[src/rtl/if_stage_pkg.sv]
// Shared RV32I definitions used by the IF, ID and EX stages: reset/bubble
// constants, instruction field positions and the IF/ID payload type.
package if_stage_pkg;

  localparam logic [31:0] RESET_PC_DEFAULT  = 32'h0000_0000;
  localparam logic [31:0] NOP_INSTR_DEFAULT = 32'h0000_0013;  // addi x0,x0,0

  // Field positions of the RV32I base encoding.
  localparam int OPCODE_LSB = 0;
  localparam int OPCODE_MSB = 6;
  localparam int RD_LSB     = 7;
  localparam int RD_MSB     = 11;
  localparam int FUNCT3_LSB = 12;
  localparam int FUNCT3_MSB = 14;
  localparam int RS1_LSB    = 15;
  localparam int RS1_MSB    = 19;
  localparam int RS2_LSB    = 20;
  localparam int RS2_MSB    = 24;
  localparam int FUNCT7_LSB = 25;
  localparam int FUNCT7_MSB = 31;
  localparam int IMM_LSB    = 7;
  localparam int IMM_MSB    = 31;

  typedef enum logic [6:0] {
    OP_LOAD   = 7'b000_0011,
    OP_IMM    = 7'b001_0011,
    OP_AUIPC  = 7'b001_0111,
    OP_STORE  = 7'b010_0011,
    OP_REG    = 7'b011_0011,
    OP_LUI    = 7'b011_0111,
    OP_BRANCH = 7'b110_0011,
    OP_JALR   = 7'b110_0111,
    OP_JAL    = 7'b110_1111
  } opcode_e;

  typedef struct packed {
    logic [31:0] instr;
    logic [31:0] pc;
    logic [31:0] pc_plus4;
    logic        valid;
  } if_id_t;

  function automatic logic [31:0] pc_plus4(input logic [31:0] pc);
    return pc + 32'd4;
  endfunction

endpackage

[src/rtl/if_stage_if.sv]
// Instruction-memory bus between the fetch stage and the external imem.
interface if_stage_if;

  logic [31:0] ImemAddrF;
  logic [31:0] ImemRdataF;

  modport master (output ImemAddrF, input ImemRdataF);
  modport slave  (input  ImemAddrF, output ImemRdataF);

endinterface

[src/rtl/if_id_register.sv]
// IF/ID pipeline register: flush/reset load a bubble, stall holds, else capture.
module if_id_register
  import if_stage_pkg::*;
#(
  parameter logic [31:0] NOP_INSTR = NOP_INSTR_DEFAULT
) (
  input  logic   clk,
  input  logic   reset,
  input  logic   stall,
  input  logic   flush,
  input  if_id_t d,
  output if_id_t q
);

  // NOTE: sequential state uses non-blocking assignments so every register
  // samples its inputs from before the edge, independent of block ordering.
  always_ff @(posedge clk) begin
    if (reset || flush) begin
      q <= '{instr: NOP_INSTR, pc: 32'd0, pc_plus4: 32'd0, valid: 1'b0};
    end else if (!stall) begin
      q <= d;
    end
  end

endmodule

[src/rtl/if_stage.sv]
// RV32I instruction-fetch stage: PC register, next-PC selection and the
// IF/ID register with combinational decode-field slices of InstrD.
module if_stage
  import if_stage_pkg::*;
#(
  parameter logic [31:0] RESET_PC  = RESET_PC_DEFAULT,
  parameter logic [31:0] NOP_INSTR = NOP_INSTR_DEFAULT
) (
  input  logic              clk,
  input  logic              reset,
  input  logic              StallF,
  input  logic              StallD,
  input  logic              FlushD,
  input  logic              PCSrcE,
  input  logic [31:0]       PCTargetE,
  if_stage_if.master        imem,
  output logic [31:0]       InstrD,
  output logic [31:0]       PCD,
  output logic [31:0]       PCPlus4D,
  output logic              ValidD,
  output logic [6:0]        opcode,
  output logic [4:0]        RdD,
  output logic [2:0]        funct3,
  output logic [4:0]        a1,
  output logic [4:0]        a2,
  output logic [6:0]        funct7,
  output logic [24:0]       in_Extend
);

  logic [31:0] pc_f;
  logic [31:0] pc_plus4_f;
  logic [31:0] pc_next;
  if_id_t      fetch_d;
  if_id_t      decode_q;

  assign pc_plus4_f     = pc_plus4(pc_f);
  assign imem.ImemAddrF = pc_f;

  // A resolved redirect beats a fetch stall; targets are forced halfword aligned.
  always_comb begin
    pc_next = pc_plus4_f;
    if (PCSrcE) begin
      pc_next = PCTargetE & ~32'd1;
    end else if (StallF) begin
      pc_next = pc_f;
    end
  end

  always_ff @(posedge clk) begin
    if (reset) begin
      pc_f <= RESET_PC;
    end else begin
      pc_f <= pc_next;
    end
  end

  assign fetch_d = '{instr: imem.ImemRdataF, pc: pc_f, pc_plus4: pc_plus4_f, valid: 1'b1};

  if_id_register #(
    .NOP_INSTR (NOP_INSTR)
  ) u_if_id_register (
    .clk   (clk),
    .reset (reset),
    .stall (StallD),
    .flush (FlushD),
    .d     (fetch_d),
    .q     (decode_q)
  );

  assign InstrD   = decode_q.instr;
  assign PCD      = decode_q.pc;
  assign PCPlus4D = decode_q.pc_plus4;
  assign ValidD   = decode_q.valid;

  assign opcode    = InstrD[OPCODE_MSB:OPCODE_LSB];
  assign RdD       = InstrD[RD_MSB:RD_LSB];
  assign funct3    = InstrD[FUNCT3_MSB:FUNCT3_LSB];
  assign a1        = InstrD[RS1_MSB:RS1_LSB];
  assign a2        = InstrD[RS2_MSB:RS2_LSB];
  assign funct7    = InstrD[FUNCT7_MSB:FUNCT7_LSB];
  assign in_Extend = InstrD[IMM_MSB:IMM_LSB];

endmodule

[src/flat_wrapper.sv]
// flat-port wrapper written by rule: the top's interface ports become plain ports
module if_stage_flat import if_stage_pkg::*;
#(
  parameter logic [31:0] RESET_PC  = RESET_PC_DEFAULT,
  parameter logic [31:0] NOP_INSTR = NOP_INSTR_DEFAULT
)
  (clk, reset, StallF, StallD, FlushD, PCSrcE, PCTargetE, InstrD, PCD, PCPlus4D, ValidD, opcode, RdD, funct3, a1, a2, funct7, in_Extend, imem_ImemAddrF, imem_ImemRdataF);
  if_stage_if imem_i ();
  input  logic clk;
  input  logic reset;
  input  logic StallF;
  input  logic StallD;
  input  logic FlushD;
  input  logic PCSrcE;
  input  logic [31:0] PCTargetE;
  output logic [31:0] InstrD;
  output logic [31:0] PCD;
  output logic [31:0] PCPlus4D;
  output logic ValidD;
  output logic [6:0] opcode;
  output logic [4:0] RdD;
  output logic [2:0] funct3;
  output logic [4:0] a1;
  output logic [4:0] a2;
  output logic [6:0] funct7;
  output logic [24:0] in_Extend;
  output wire logic [$bits(imem_i.ImemAddrF)-1:0] imem_ImemAddrF;
  input wire logic [$bits(imem_i.ImemRdataF)-1:0] imem_ImemRdataF;
  assign imem_ImemAddrF = imem_i.ImemAddrF;
  assign imem_i.ImemRdataF = imem_ImemRdataF;
  if_stage #(.RESET_PC(RESET_PC), .NOP_INSTR(NOP_INSTR)) u_core (.clk(clk), .reset(reset), .StallF(StallF), .StallD(StallD), .FlushD(FlushD), .PCSrcE(PCSrcE), .PCTargetE(PCTargetE), .imem(imem_i), .InstrD(InstrD), .PCD(PCD), .PCPlus4D(PCPlus4D), .ValidD(ValidD), .opcode(opcode), .RdD(RdD), .funct3(funct3), .a1(a1), .a2(a2), .funct7(funct7), .in_Extend(in_Extend));
endmodule
[config.mk]
export PLATFORM = sky130hd
export DESIGN_NAME = if_stage_flat
export DESIGN_NICKNAME = d
export VERILOG_FILES = /design/src/rtl/if_stage_pkg.sv /design/src/rtl/if_stage_if.sv /design/src/rtl/if_id_register.sv /design/src/rtl/if_stage.sv /design/src/flat_wrapper.sv
export SDC_FILE = /design/constraint.sdc
export NUM_CORES = 1
export LEC_CHECK = 0
export BUFFER_PORTS_ARGS = -buffer_cell sky130_fd_sc_hd__buf_2
export CORE_UTILIZATION = 49
export CTS_CLUSTER_SIZE = 28
export DETAILED_ROUTE_END_ITERATION = 7
export GPL_ROUTABILITY_DRIVEN = 1
export PLACE_DENSITY = 0.79
export SYNTH_ARGS = -nofsm -noshare
export SYNTH_HDL_FRONTEND = slang
export SYNTH_SLANG_ARGS = --single-unit
[constraint.sdc]
create_clock -name clk -period 2.2 [get_ports clk]
set_input_delay 0.11 -clock clk [delete_from_list [all_inputs] [get_ports clk]]
set_output_delay 0.11 -clock clk [all_outputs]
set_load 0.005 [all_outputs]
==> results.sh <==
export IMPL_final_max_slew_viol_count=0
export IMPL_multi_input_area_um2=2920
export IMPL_cp_data_arrival_time_ns=2.47
export IMPL_setup_violations_final=0
export IMPL_synth_area_um2=6160
export IMPL_htree_num_levels=4
export IMPL_crit_path_start_kind="flop"
export IMPL_critPathCaptureType="flop"
export IMPL_ys_async_sr_fraction=0
export IMPL_core_area_um2=12100
export IMPL_r2r_start="u_core.imem.ImemAddrF[2]$_SDFFE_PP0P_"
export IMPL_swShare=0.247
export IMPL_hpwl_um=12200
export IMPL_cp_num_cells=6
export IMPL_synthCells=713
export IMPL_place_gp_congestion=0.875
export IMPL_worstPathMaxFanout=26
export IMPL_ys_types=52
export IMPL_max_slew_margin=0.298
export IMPL_gr_total_overflow=0
export IMPL_die_w_um=114
export IMPL_vias=6230
export IMPL_wl_per_cell_um=17.2
export IMPL_syn_area_per_cell_um2=8.64
export IMPL_finalWorstSetupSlack_ns=0.0547
export IMPL_cts_root_buf="clkbuf_16"
export IMPL_period_minus_slack_ns=2.15
export IMPL_power_frac_clock=0.474
export IMPL_grt_max_degree=80
export IMPL_cts_max_path_buffers=2
export IMPL_ff_latch_area_um2=2500
export IMPL_seqPwrFrac=0.401
export IMPL_syn2layout_area_growth_pct=36.7
export IMPL_crit_path_max_incr_delay_ns=0.49
export IMPL_synth_edf_count=0
export IMPL_min_period_over_period=0.975
export IMPL_placed_cells=1049
export IMPL_postCtsSetupBuffers=0
export IMPL_ys_seq_area_frac=0.406
export IMPL_maxCapViolCount=0
export IMPL_fmax_mhz=466
export IMPL_clock_skew_ns=0.00906
export IMPL_ant_nets=0
export IMPL_track_usage=0.301
export IMPL_powerDensity_nw_per_um2=725
export IMPL_grt_pass1_wl_um=30400
export IMPL_cts_sinks=125
export IMPL_wl_um=19600
export IMPL_clkLatencyLatePin_ns=0.42
export IMPL_avgViaCountPerCell=5.47
export IMPL_ios=256
export IMPL_cp_slowest_cell="or4_1"
export IMPL_cts_tree="yes"
export IMPL_combinationalPowerShare=0.125
export IMPL_yosys_register_bits=125
export IMPL_leakagePower_uw=0.00387
export IMPL_path_buf_inv=1
export IMPL_clkSlewWorstSetupHoldPaths_ns=0.06
export IMPL_start_util=0.508
export IMPL_yosysWarnings=0
export IMPL_fin_nets=1029
export IMPL_startpoint="u_core.imem.ImemAddrF[2]$_SDFFE_PP0P_"
export IMPL_numCtsBuffers=17
export IMPL_place_port_buffers=251
export IMPL_layout_drive_gt1_share=0.341
export IMPL_worst_slew_pin_transition_ns=1.05
export IMPL_fillers=945
export IMPL_whs_path_depth=4
export IMPL_crit_chain="ha_2 -> nand3_2 -> or3_1 -> buf_12 -> or4_1 -> a311oi_2"
export IMPL_drt_iter0_drc=512
export IMPL_die_area_um2=13000
export IMPL_row_count=40
export IMPL_switchingPower_uw=1510
export IMPL_ys_dominant_reg_cell="dfxtp_1"
export IMPL_grt_pass1_vias=6068
export IMPL_p_int_uw=4590
export IMPL_worstRegToRegCells=6
export IMPL_min_path_type="in2reg"
export IMPL_crit_family="simple AND/OR/NAND/NOR gates"
export IMPL_status="completed"
export IMPL_drt_first_pass_iters=5
export IMPL_vdd_ir_drop_max_mv=0.518
export IMPL_cp_data_required_time_ns=2.53
export IMPL_die_h_um=114
export IMPL_antenna_found_initial=0
export IMPL_drc=0
export IMPL_diodes=0
export IMPL_dp_worst_setup_slack_ns=0.0710
export IMPL_path_class="reg2reg"
export IMPL_hold_viol_final=0
export IMPL_min_from="PCTargetE[22]"
export IMPL_stdcell_count=1139
[metal layers]
layer / part of all wire / track usage / wire (um) / vias up
li1: - / - / - / 2980
met1: 0.40 / 0.350 / 7770 / 2885
met2: 0.49 / 0.514 / 9510 / 327
met3: 0.088 / 0.0836 / 1710 / 38
met4: 0.029 / 0.137 / 575 / 0
met5: 0 / 0 / 0 / -
[repair_timing]
action                                 4_1_cts  5_1_grt
hold buffers                                58        0
resized for setup                            0        3
endpoints found under the hold margin       55        0
setup endpoints to repair                    0        4
[synthesized netlist by cell type (3+ instances only)]
cell / n / share of area
o31ai_1: 14 / 0.017
nand2b_1: 4 / 0.0041
nor4_1: 10 / 0.010
nor3b_1: 3 / 0.0037
xnor2_1: 18 / 0.026
and4_1: 5 / 0.0071
dfxtp_1: 125 / 0.41
o21ai_0: 33 / 0.027
clkbuf_1: 38 / 0.023
or3_1: 11 / 0.011
buf_4: 65 / 0.079
nor2_1: 99 / 0.060
buf_1: 6 / 0.0037
nand2_1: 28 / 0.017
a31oi_1: 12 / 0.012
a21oi_1: 23 / 0.019
buf_2: 10 / 0.0081
inv_1: 9 / 0.0055
or4_1: 14 / 0.017
a311oi_1: 14 / 0.020
a32oi_1: 3 / 0.0043
o31a_1: 4 / 0.0057
nor3_1: 20 / 0.016
a211oi_1: 10 / 0.012
and3_1: 5 / 0.0051
nand4_1: 16 / 0.016
nand3_1: 17 / 0.014
mux2i_1: 63 / 0.10
nor2b_1: 5 / 0.0051
[final timing paths]
check | endpoint | slack, ns
worst max-delay path | u_core.imem.ImemAddrF[18]$_SDFFE_PP0P_ | 0.05
worst min-delay path | u_core.imem.ImemAddrF[22]$_SDFFE_PP0P_ | 0.03
worst max register to register | u_core.imem.ImemAddrF[18]$_SDFFE_PP0P_ | 0.05
worst min register to register | u_core.u_if_id_register.q[0]$_SDFFE_PP0N_ | 0.45
[per-stage QoR]
stage | cell area [um^2] | setup TNS [ns] | util | power (uW) | hold WS [ns]
detailed placement | 7210 | 0 | 0.595 | 3150 | 0.327
finish | 8420 | 0 | 0.695 | 6100 | 0.0350
CTS | 8400 | 0 | 0.694 | 6110 | 0.0180
floorplan | 6160 | 0 | - | 2890 | 0.235
global placement | 7210 | 0 | 0.595 | 3140 | 0.320
global route | 8420 | -0.00565 | 0.695 | 6310 | 0.0454
[cells in the final DEF, fill, tap and decap left out, types with 4 or more instances in the layout]
cell type      synthesis  final
o31ai_1               14     14
nand2b_1               4      4
and3_1                 5      5
a31oi_1               12     12
buf_2                 10    250
nor2b_1                5      5
clkinv_2               0      4
dlygate4sd3_1          0     58
nand3_1               17     17
or3_1                 11     11
mux2i_1               63     63
and4_1                 5      5
a211oi_1              10     10
or4_1                 14     14
buf_4                 65     36
clkbuf_16              0     17
o31a_1                 4      4
clkinvlp_4             0      4
nor2_1                99     99
nor3_1                20     20
nor4_1                10      9
nand2_1               28     28
dfxtp_1              125    125
xnor2_1               18     18
nand4_1               16     16
o21ai_0               33     33
a21oi_1               23     23
inv_1                  9      9
a311oi_1              14     12
[flip-flops by register name (all words and copies together), names as in the netlist]
name / cells
u_core.imem.ImemAddrF: 31
u_core.u_if_id_register.q: 94
[power by group through the flow]
stage	Clock, uW	Sequential, uW	Combinational, uW
after floorplan	0	2490	403
after global placement	0	2490	650
after detailed placement	0	2490	658
after CTS	2920	2440	743
after global routing	3030	2460	826
final	2890	2450	761
[tightest hold or removal path, stage by stage]
cell and delay (ns):
buf_2 0.10, inv_1 0.04, a21oi_1 0.06, o31a_1 0.10
[logic make-up after synthesis]
family | count (synthesis) | share of synthesized area
simple gates | 250 | 0.207
buf+inv | 132 | 0.125
flops | 125 | 0.406
compound gates | 121 | 0.128
mux | 63 | 0.102
xor+xnor | 20 | 0.0284
fa+ha+maj | 1 | 0.00203
other cells | 1 | 0.000609
[cell type report]
cell class | count | share of cell area
Multi-Input combinational cell | 458 | 0.346
Sequential cell | 125 | 0.297
Timing Repair Buffer | 346 | 0.254
Clock buffer | 21 | 0.0559
Tap cell | 168 | 0.0250
Clock inverter | 11 | 0.0166
Inverter | 10 | 0.00446
No activity file was read; power rests on OpenSTA's default activity.
